--- src/rtl/mips_pkg.sv ---
// mips_pkg: shared FSM encoding and instruction-memory constants for the boot controller
package mips_pkg;
    typedef enum logic [1:0] {IDLE, LOAD, RUN, HALT} state_t;
    localparam int MEM_DEPTH = 1024;
    localparam logic [5:0] HALT_OPCODE = 6'b111111;
endpackage

--- src/rtl/imem_run_counter.sv ---
// imem_run_counter: saturating 32-bit cycle counter with synchronous clear and enable
module imem_run_counter (
    input  logic        clk,
    input  logic        rst_n,
    input  logic        clr,
    input  logic        en,
    output logic [31:0] count
);
    always_ff @(posedge clk) begin
        if (!rst_n || clr) count <= '0;
        else if (en && count != '1) count <= count + 32'd1;
    end
endmodule

--- src/rtl/imem_boot_ctrl.sv ---
// imem_boot_ctrl: loads a host program into instruction memory, then runs the CPU until a halt opcode
module imem_boot_ctrl
    import mips_pkg::*;
#(
    parameter int         MEM_DEPTH   = mips_pkg::MEM_DEPTH,
    parameter int         ADDR_W      = 10,
    parameter logic [5:0] HALT_OPCODE = mips_pkg::HALT_OPCODE
) (
    input  logic              clk,
    input  logic              rst_n,
    input  logic              load_start,
    input  logic [ADDR_W:0]   load_len,
    input  logic              in_valid,
    input  logic [31:0]       in_data,
    output logic              in_ready,
    output logic [ADDR_W-1:0] mem_a,
    output logic [31:0]       mem_d,
    output logic              mem_we,
    input  logic [31:0]       cpu_pc,
    output logic [ADDR_W-1:0] mem_dpra,
    input  logic [31:0]       mem_dpo,
    output logic [31:0]       cpu_instr,
    output logic              cpu_run,
    output logic              halted,
    output logic              err,
    output logic [31:0]       cycle_count
);
    localparam logic [ADDR_W:0] DEPTH = (ADDR_W+1)'(MEM_DEPTH);
    state_t state, state_n;
    logic [ADDR_W:0] cnt, len;
    logic len_ok, start, accept, last, pc_bad, op_halt;
    assign len_ok  = load_len != '0 && load_len <= DEPTH;
    assign start   = load_start && (state == IDLE || state == HALT);
    assign accept  = in_valid && in_ready;
    assign last    = accept && cnt == len - 1'b1;
    assign pc_bad  = |cpu_pc[31:ADDR_W];
    assign op_halt = mem_dpo[31:26] == HALT_OPCODE;
    assign mem_dpra  = cpu_pc[ADDR_W-1:0];
    assign cpu_instr = mem_dpo;
    always_ff @(posedge clk) begin
        if (!rst_n) state <= IDLE;
        else state <= state_n;
    end
    always_comb begin
        state_n = start ? (len_ok ? LOAD : HALT) :
                  (state == LOAD && last) ? RUN :
                  (state == RUN && (pc_bad || op_halt)) ? HALT : state;
    end
    always_comb begin
        in_ready = state == LOAD;
        mem_we   = accept;
        mem_a    = cnt[ADDR_W-1:0];
        mem_d    = in_data;
        cpu_run  = state == RUN;
        halted   = state == HALT;
    end
    // A rejected length still lands in HALT with err set and nothing written
    always_ff @(posedge clk) begin
        if (!rst_n) begin
            cnt <= '0;
            len <= '0;
            err <= 1'b0;
        end else if (start) begin
            cnt <= '0;
            len <= load_len;
            err <= !len_ok;
        end else begin
            if (accept) cnt <= cnt + 1'b1;
            if (state == RUN && pc_bad) err <= 1'b1;
        end
    end
    imem_run_counter u_run_counter (
        .clk   (clk),
        .rst_n (rst_n),
        .clr   (start && len_ok),
        .en    (state == RUN),
        .count (cycle_count)
    );
endmodule

--- config.mk ---
export PLATFORM = sky130hd
export DESIGN_NAME = imem_boot_ctrl
export DESIGN_NICKNAME = d
export VERILOG_FILES = /design/src/rtl/mips_pkg.sv /design/src/rtl/imem_run_counter.sv /design/src/rtl/imem_boot_ctrl.sv
export SDC_FILE = /design/constraint.sdc
export NUM_CORES = 1
export LEC_CHECK = 0
export BUFFER_PORTS_ARGS = -buffer_cell sky130_fd_sc_hd__buf_2
export CAP_MARGIN = 25
export CORE_MARGIN = 2
export CORE_UTILIZATION = 35
export DETAILED_ROUTE_END_ITERATION = 12
export PLACE_DENSITY = 0.68
export SYNTH_ARGS = -nofsm -noshare
export SYNTH_HDL_FRONTEND = slang
export SYNTH_SLANG_ARGS = --single-unit
export TNS_END_PERCENT = 100
--- constraint.sdc ---
create_clock -name clk -period 4.56 [get_ports clk]
set_input_delay 0.684 -clock clk [delete_from_list [all_inputs] [get_ports clk]]
set_output_delay 0.684 -clock clk [all_outputs]
set_load 0.02 [all_outputs]
==> results of run 1 <==
## layout by cell type (no fill, tap or decap), types with 2 or more instances in the layout
master / n
inv_1: 10
nand3_1: 27
xnor2_1: 20
nor2_1: 57
and3_1: 12
nor4_1: 12
nand4b_1: 3
ha_1: 6
a2111oi_0: 2
o31ai_1: 2
a21oi_1: 4
and2_1: 4
nor3b_1: 2
nor3_1: 7
mux2i_1: 5
a21boi_0: 11
clkinvlp_4: 4
nand2_1: 42
clkbuf_8: 10
and4_1: 4
xor2_1: 32
buf_2: 95
a31oi_1: 3
dfxtp_1: 57
o21ai_0: 5
nand4_1: 15
## state kept, by name, summed over array words and instances, names as in the netlist
| name | flops |
|---|---|
| state | 2 |
| cnt | 11 |
| len | 11 |
| u_run_counter.count | 32 |
| err | 1 |
## routing by layer
metal | up-vias | GRT usage [%] | part of all wire [%]
met5 | - | 0 | 0
met4 | 0 | 5.844 | 2.1
met2 | 133 | 25.09 | 47
met3 | 31 | 6.070 | 9.8
li1 | 1478 | - | -
met1 | 1383 | 17.17 | 41
## worst paths after layout
check,startpoint,endpoint,cells past startpoint
worst min-delay path,len[10]$_SDFFE_PN0P_,len[10]$_SDFFE_PN0P_,2
worst min register to register,len[10]$_SDFFE_PN0P_,len[10]$_SDFFE_PN0P_,2
worst max register to register,len[0]$_SDFFE_PN0P_,state[0]$_SDFFE_PN0P_,8
worst max-delay path,len[0]$_SDFFE_PN0P_,state[0]$_SDFFE_PN0P_,8
## worst register-to-register path: cells and delay by family (launching register included)
family	cells	cell delay [ps]
flip-flops	1	430
buffers and inverters	1	70
AND/OR/NAND/NOR	3	950
AO/OA/AOI/OAI	3	490
adder cells (fa/ha/maj)	1	230
## power by group
part           switching, W  internal (W)  leakage, nW
registers         0.0000310      0.000522        0.462
logic              0.000151      0.000101         1.05
clock network      0.000219      0.000211       0.0805
## final cells by class
type	instances	area, um^2	share of cell area (%)
clock buffers	10	137.6	3.581
clock inverters	6	43.79	1.139
inverters	10	37.54	0.9766
multi-input cells	290	1831	47.62
flip-flops and latches	57	1141	29.69
well taps	136	170.2	4.427
repair buffers	96	483.0	12.57
## logic make-up (layout without fill, tap and decap cells)
family / after synthesis / after routing / share of synthesized area (%)
compound gates: 32 / 32 / 7.009
xor+xnor: 52 / 52 / 12.39
fa+ha+maj: 6 / 6 / 2.041
buf+inv: 105 / 122 / 19.29
flops: 57 / 57 / 31.03
mux: 6 / 6 / 1.667
simple gates: 194 / 194 / 26.57
## stage by stage
stage                     worst slack, ps  utilization [%]  std cells
after floorplan                      2463                -        452
after global placement               2359            35.63        589
after detailed placement             2284            35.63        589
after CTS                            2291            37.40        605
after global routing                 2064            37.40        605
final                                2277            37.40        605
==> impl_metrics.py, run 1 <==
metrics = {
    "outcome": {
        "status": "finished, final reports clean",
    },
    "die": {
        "die_h_um": 106.5,
        "initial_core_util_pct": 35.78,
        "die_area_mm2": 0.01134,
        "num_io_pins": 232,
        "die_w_um": 106.5,
        "rows": 37,
        "coreArea_mm2": 0.01028,
    },
    "power_and_ir_drop": {
        "p_leak_nw": 1.594,
        "power.density_mw_per_mm2": 321.6,
        "peakVddDrop_uv": 141.1,
        "p_total_w": 0.001236,
    },
    "worst_setup_path": {
        "cpPeakStageDelay_ps": 620,
        "criticalPathCategory": "reg2reg",
        "r2r_setup_slack_ps": 2280,
        "cp_slowest_cell": "or4b_2",
        "end_kind": "flop",
        "worstPathArrival_ps": 2510,
        "startpoint_type": "flop",
        "cp_top_family": "simple AND/OR/NAND/NOR gates",
        "required_ps": 4780,
        "cp_cell_sequence": "inv_1, ha_1, nor3b_1, or4b_2, a31oi_1, a41o_1, nand4_1, o21ba_2",
        "cp_max_fo": 7,
        "worst-path-buf-inv": 1,
    },
    "finish": {
        "drive_above_1_share_pct": 26.01,
        "finalNetCount": 581,
        "final_area_mm2": 0.003844,
        "area_growth_pct": 4.525,
        "n_antenna_cell": 0,
        "fillers": 1070,
    },
    "sta": {
        "finalSetupViolCount": 0,
        "period_needed_ps": 2283,
        "min_period_over_period_pct": 50.07,
        "hold_viol": 0,
        "rsz0062_at_grt": "false",
        "hold_ws_ps": 486.6,
        "slew_violations": 0,
        "finalSetupTns_ps": 0,
        "max_slew_margin_pct": 53.53,
        "worst_slew_pin_slew_ps": 690.7,
        "maxClockFrequency_ghz": 0.4380,
        "finClkSkew_ps": 12.79,
    },
    "cts": {
        "clockBufferDepth": 2,
        "cts.sinks": 57,
        "cts_tree": "built",
        "cts-buffers-inserted": 9,
        "cts_root_buf": "clkbuf_8",
        "hold_buffers": 0,
        "postCtsSetupBuffers": 0,
        "clk-insertion-delay-late_ps": 340,
        "htree_levels": 3,
        "post_cts_resize_count": 0,
        "path_clk_slew_ps": 60,
    },
    "place": {
        "hpwl_um": 6409,
        "post_dp_cell_area_mm2": 0.003662,
        "io_buffer_count": 95,
        "gp_congestion": 0.8010,
    },
    "logic_synthesis": {
        "synth_edf_count": 0,
        "ys_top_cells_by_count": "buf_4 (84), dfxtp_1 (57), nor2_1 (57)",
        "synth_top_area_share_pct": 31.03,
        "synthTopCellsByArea": "dfxtp_1 (31%), buf_4 (17%), xor2_1 (7.6%), nor2_1 (5.8%), xnor2_1 (4.8%)",
        "synth_warnings": 0,
        "syn_inst": 452,
        "ys.flop_type": "dfxtp_1",
        "synth_nets": 569,
        "synth_top_cell_by_area": "dfxtp_1",
        "ys_seq_area_share_pct": 31.03,
        "ys_seq_elements": 57,
        "postSynth.asyncResetShare_pct": 0,
        "yosysMostFrequentCell": "buf_4",
        "synth.avg_cell_area_um2": 8.136,
        "syn_area_mm2": 0.003677,
        "synth_cell_types": 40,
    },
    "global_routing": {
        "grt_pass1_wl_um": 13710,
        "track_usage_pct": 15.03,
        "grt_max_degree": 35,
        "grt-ovfl-total": 0,
        "grt_pass1_vias": 2864,
        "antenna_found_initial": 0,
    },
    "routing": {
        "first_pass_iters": 4,
        "wl_um": 8408,
        "wl_per_cell_um": 13.90,
        "vias": 3025,
        "route.detailed.drc": 0,
        "routed_via_density": 5.000,
        "drt_iter0_drc": 146,
        "drtAntennaViolNets": 0,
    },
    "min_path": {
        "hold_path_class": "reg2reg",
    },
    "run": {
        "drv_cap": 0,
    },
}
Note: power is estimated with default switching activity, not from simulation.
==> run 2, diff against run 1 <==
Settings changed: PLACE_DENSITY 0.68 to 0.7.
Clock period 4.56 ns to 2.1 ns, I/O delays scaled along.
==> run 2 against run 1 <==
Via count is 6.5% higher. Routed wire length is 7.8% higher. Design area is 8.3% higher. Core utilization is 3.1 points higher. Die area stayed put. Clock power is 130% higher. Critical path depth stayed put. Hold slack worse by 250 ps. Highest routed layer unchanged.
==> impl_metrics.py, run 2 (synthesized netlist as in run 1, its figures left out) <==
metrics = {
    "outcome": {
        "status": "finished, final reports clean",
    },
    "finish": {
        "layout.cells.non_filler": 643,
        "layout.area.seq_mm2": 0.001141,
        "largestRegisters": "u_run_counter.count: 32 flops, cnt: 11 flops, len: 11 flops",
        "fillers": 1056,
        "area_growth_pct": 13.24,
        "largest_reg_flops": 32,
        "regMostFlops": "u_run_counter.count",
        "drive_above_1_share_pct": 31.76,
        "multiInputGateArea_mm2": 0.001842,
        "n_antenna_cell": 0,
        "layout_commonest_cell": "buf_2",
        "finalNetCount": 619,
        "final_cell_mix": "buf_2 (95), nor2_1 (57), dfxtp_1 (57)",
    },
    "sta": {
        "hold_viol": 0,
        "finClkSkew_ps": 8.336,
        "min_period_over_period_pct": 97.91,
        "slew_violations": 0,
        "max_slew_margin_pct": 71.13,
        "finalSetupViolCount": 0,
        "rsz0062_at_grt": "true",
        "fin_ws_ps": 43.82,
        "period_needed_ps": 2056,
        "worst_slew_pin_slew_ps": 422.1,
        "maxClockFrequency_ghz": 0.4863,
    },
    "global_routing": {
        "antenna_found_initial": 0,
        "grt_pass1_vias": 3189,
        "grt_max_degree": 35,
        "grt-ovfl-total": 0,
        "track_usage_pct": 16.19,
        "grt_pass1_wl_um": 14810,
    },
    "place": {
        "post-place-ws_ps": 45.23,
        "post-place-cells": 624,
        "hpwl_um": 6755,
        "gp_congestion": 0.8289,
        "io_buffer_count": 95,
    },
    "cts": {
        "cts_tree": "built",
        "cts.sinks": 57,
        "hold_buffers": 0,
        "clockBufferDepth": 2,
        "path_clk_slew_ps": 60,
        "cts_root_buf": "clkbuf_8",
        "htree_levels": 3,
        "clk-insertion-delay-late_ps": 340,
        "cts-buffers-inserted": 9,
    },
    "routing": {
        "drt_iter0_drc": 125,
        "drtAntennaViolNets": 0,
        "vias": 3223,
        "routed_via_density": 5.012,
        "route.detailed.drc": 0,
        "wl_per_cell_um": 14.09,
        "wl_um": 9061,
        "first_pass_iters": 7,
    },
    "worst_setup_path": {
        "end_kind": "flop",
        "startpoint_type": "flop",
        "r2r_setup_slack_ps": 40,
        "rr_endpoint": "state[0]$_SDFFE_PN0P_",
        "reg2reg_depth": 8,
        "r2r_start": "len[0]$_SDFFE_PN0P_",
        "criticalPathCategory": "reg2reg",
        "cp-startpoint": "len[0]$_SDFFE_PN0P_",
        "required_ps": 2330,
        "setup.worst_path.end": "state[0]$_SDFFE_PN0P_",
        "cp_max_fo": 4,
        "worstPathArrival_ps": 2290,
    },
    "power_and_ir_drop": {
        "p_sw_share_pct": 30.12,
        "power.density_mw_per_mm2": 679.7,
        "combPwrFrac_pct": 23.3,
        "peakVddDrop_uv": 271.3,
        "p_total_w": 0.002830,
        "power_switching_w": 0.0008524,
        "p_int_w": 0.001978,
        "clockPowerShare_pct": 34.7,
        "p_leak_nw": 1.819,
        "power_frac_seq_pct": 42.0,
    },
    "die": {
        "die_h_um": 106.5,
        "rows": 37,
        "initial_core_util_pct": 35.78,
        "die_area_mm2": 0.01134,
        "coreArea_mm2": 0.01028,
        "die_w_um": 106.5,
        "num_io_pins": 232,
    },
    "run": {
        "drv_cap": 0,
    },
    "min_path": {
        "hold_path_class": "in2reg",
    },
}
## run 2: timing repair
action	4_1_cts	5_1_grt
endpoints found under the hold margin	0	0
endpoints found under the setup margin	0	9
gates resized for setup	0	2
setup buffers	0	3
## run 2: critical path, stage by stage (launching register included)
cell and delay (ps):
dfxtp_1 330, inv_1 50, ha_1 200, nor3b_1 170
or4b_2 610, a31oi_1 150, a41o_1 110, nand4_1 120
o21ba_2 220
## run 2: final cells by class
cell class	count	area share, %
clock inverter	2	0.2404
timing repair buffer	134	18.75
tap	136	4.087
sequential	57	27.40
inverter	10	0.9014
clock buffer	14	4.387
multi-input combinational	290	44.23
## run 2: per-layer routing
layer  global-route usage (%)  part of all wire [%]  vias to the layer above  wire (um)
met3                    6.376                   8.1                       36        736
li1                         -                     -                     1550          -
met1                    18.24                    43                     1496       3867
met4                    6.957                   2.2                        0        200
met2                    27.11                    47                      141       4256
met5                        0                     0                        -          0
## run 2: worst min-delay path by stage
stage	from	to	slack [ps]	depth (start not counted)
after global routing	load_len[3]	len[3]$_SDFFE_PN0P_	230	3
after global placement	len[10]$_SDFFE_PN0P_	len[10]$_SDFFE_PN0P_	480	2
after floorplan	len[10]$_SDFFE_PN0P_	len[10]$_SDFFE_PN0P_	460	2
after CTS	load_len[6]	len[6]$_SDFFE_PN0P_	220	3
final	load_len[7]	len[7]$_SDFFE_PN0P_	240	3
after detailed placement	len[10]$_SDFFE_PN0P_	len[10]$_SDFFE_PN0P_	480	2
## run 2: stage by stage
| stage | hold slack, ps | cell area [um^2] | util, % | setup TNS [ps] |
|---|---|---|---|---|
| after global routing | 227.5 | 4164 | 40.52 | -103.4 |
| after global placement | 475.1 | 3938 | 38.31 | 0 |
| after floorplan | 456.1 | 3677 | - | 0 |
| after detailed placement | 484.4 | 3938 | 38.31 | 0 |
| after CTS | 222.7 | 4130 | 40.19 | 0 |
| final | 238.8 | 4164 | 40.52 | 0 |
## run 2: power groups by stage
stage | clock network (W) | registers [W] | logic [W]
finish | 0.000983 | 0.00119 | 0.000659
global route | 0.00107 | 0.00119 | 0.000726
CTS | 0.00102 | 0.00119 | 0.000652
detailed placement | 0 | 0.00121 | 0.000650
global placement | 0 | 0.00121 | 0.000631
floorplan | 0 | 0.00122 | 0.000581
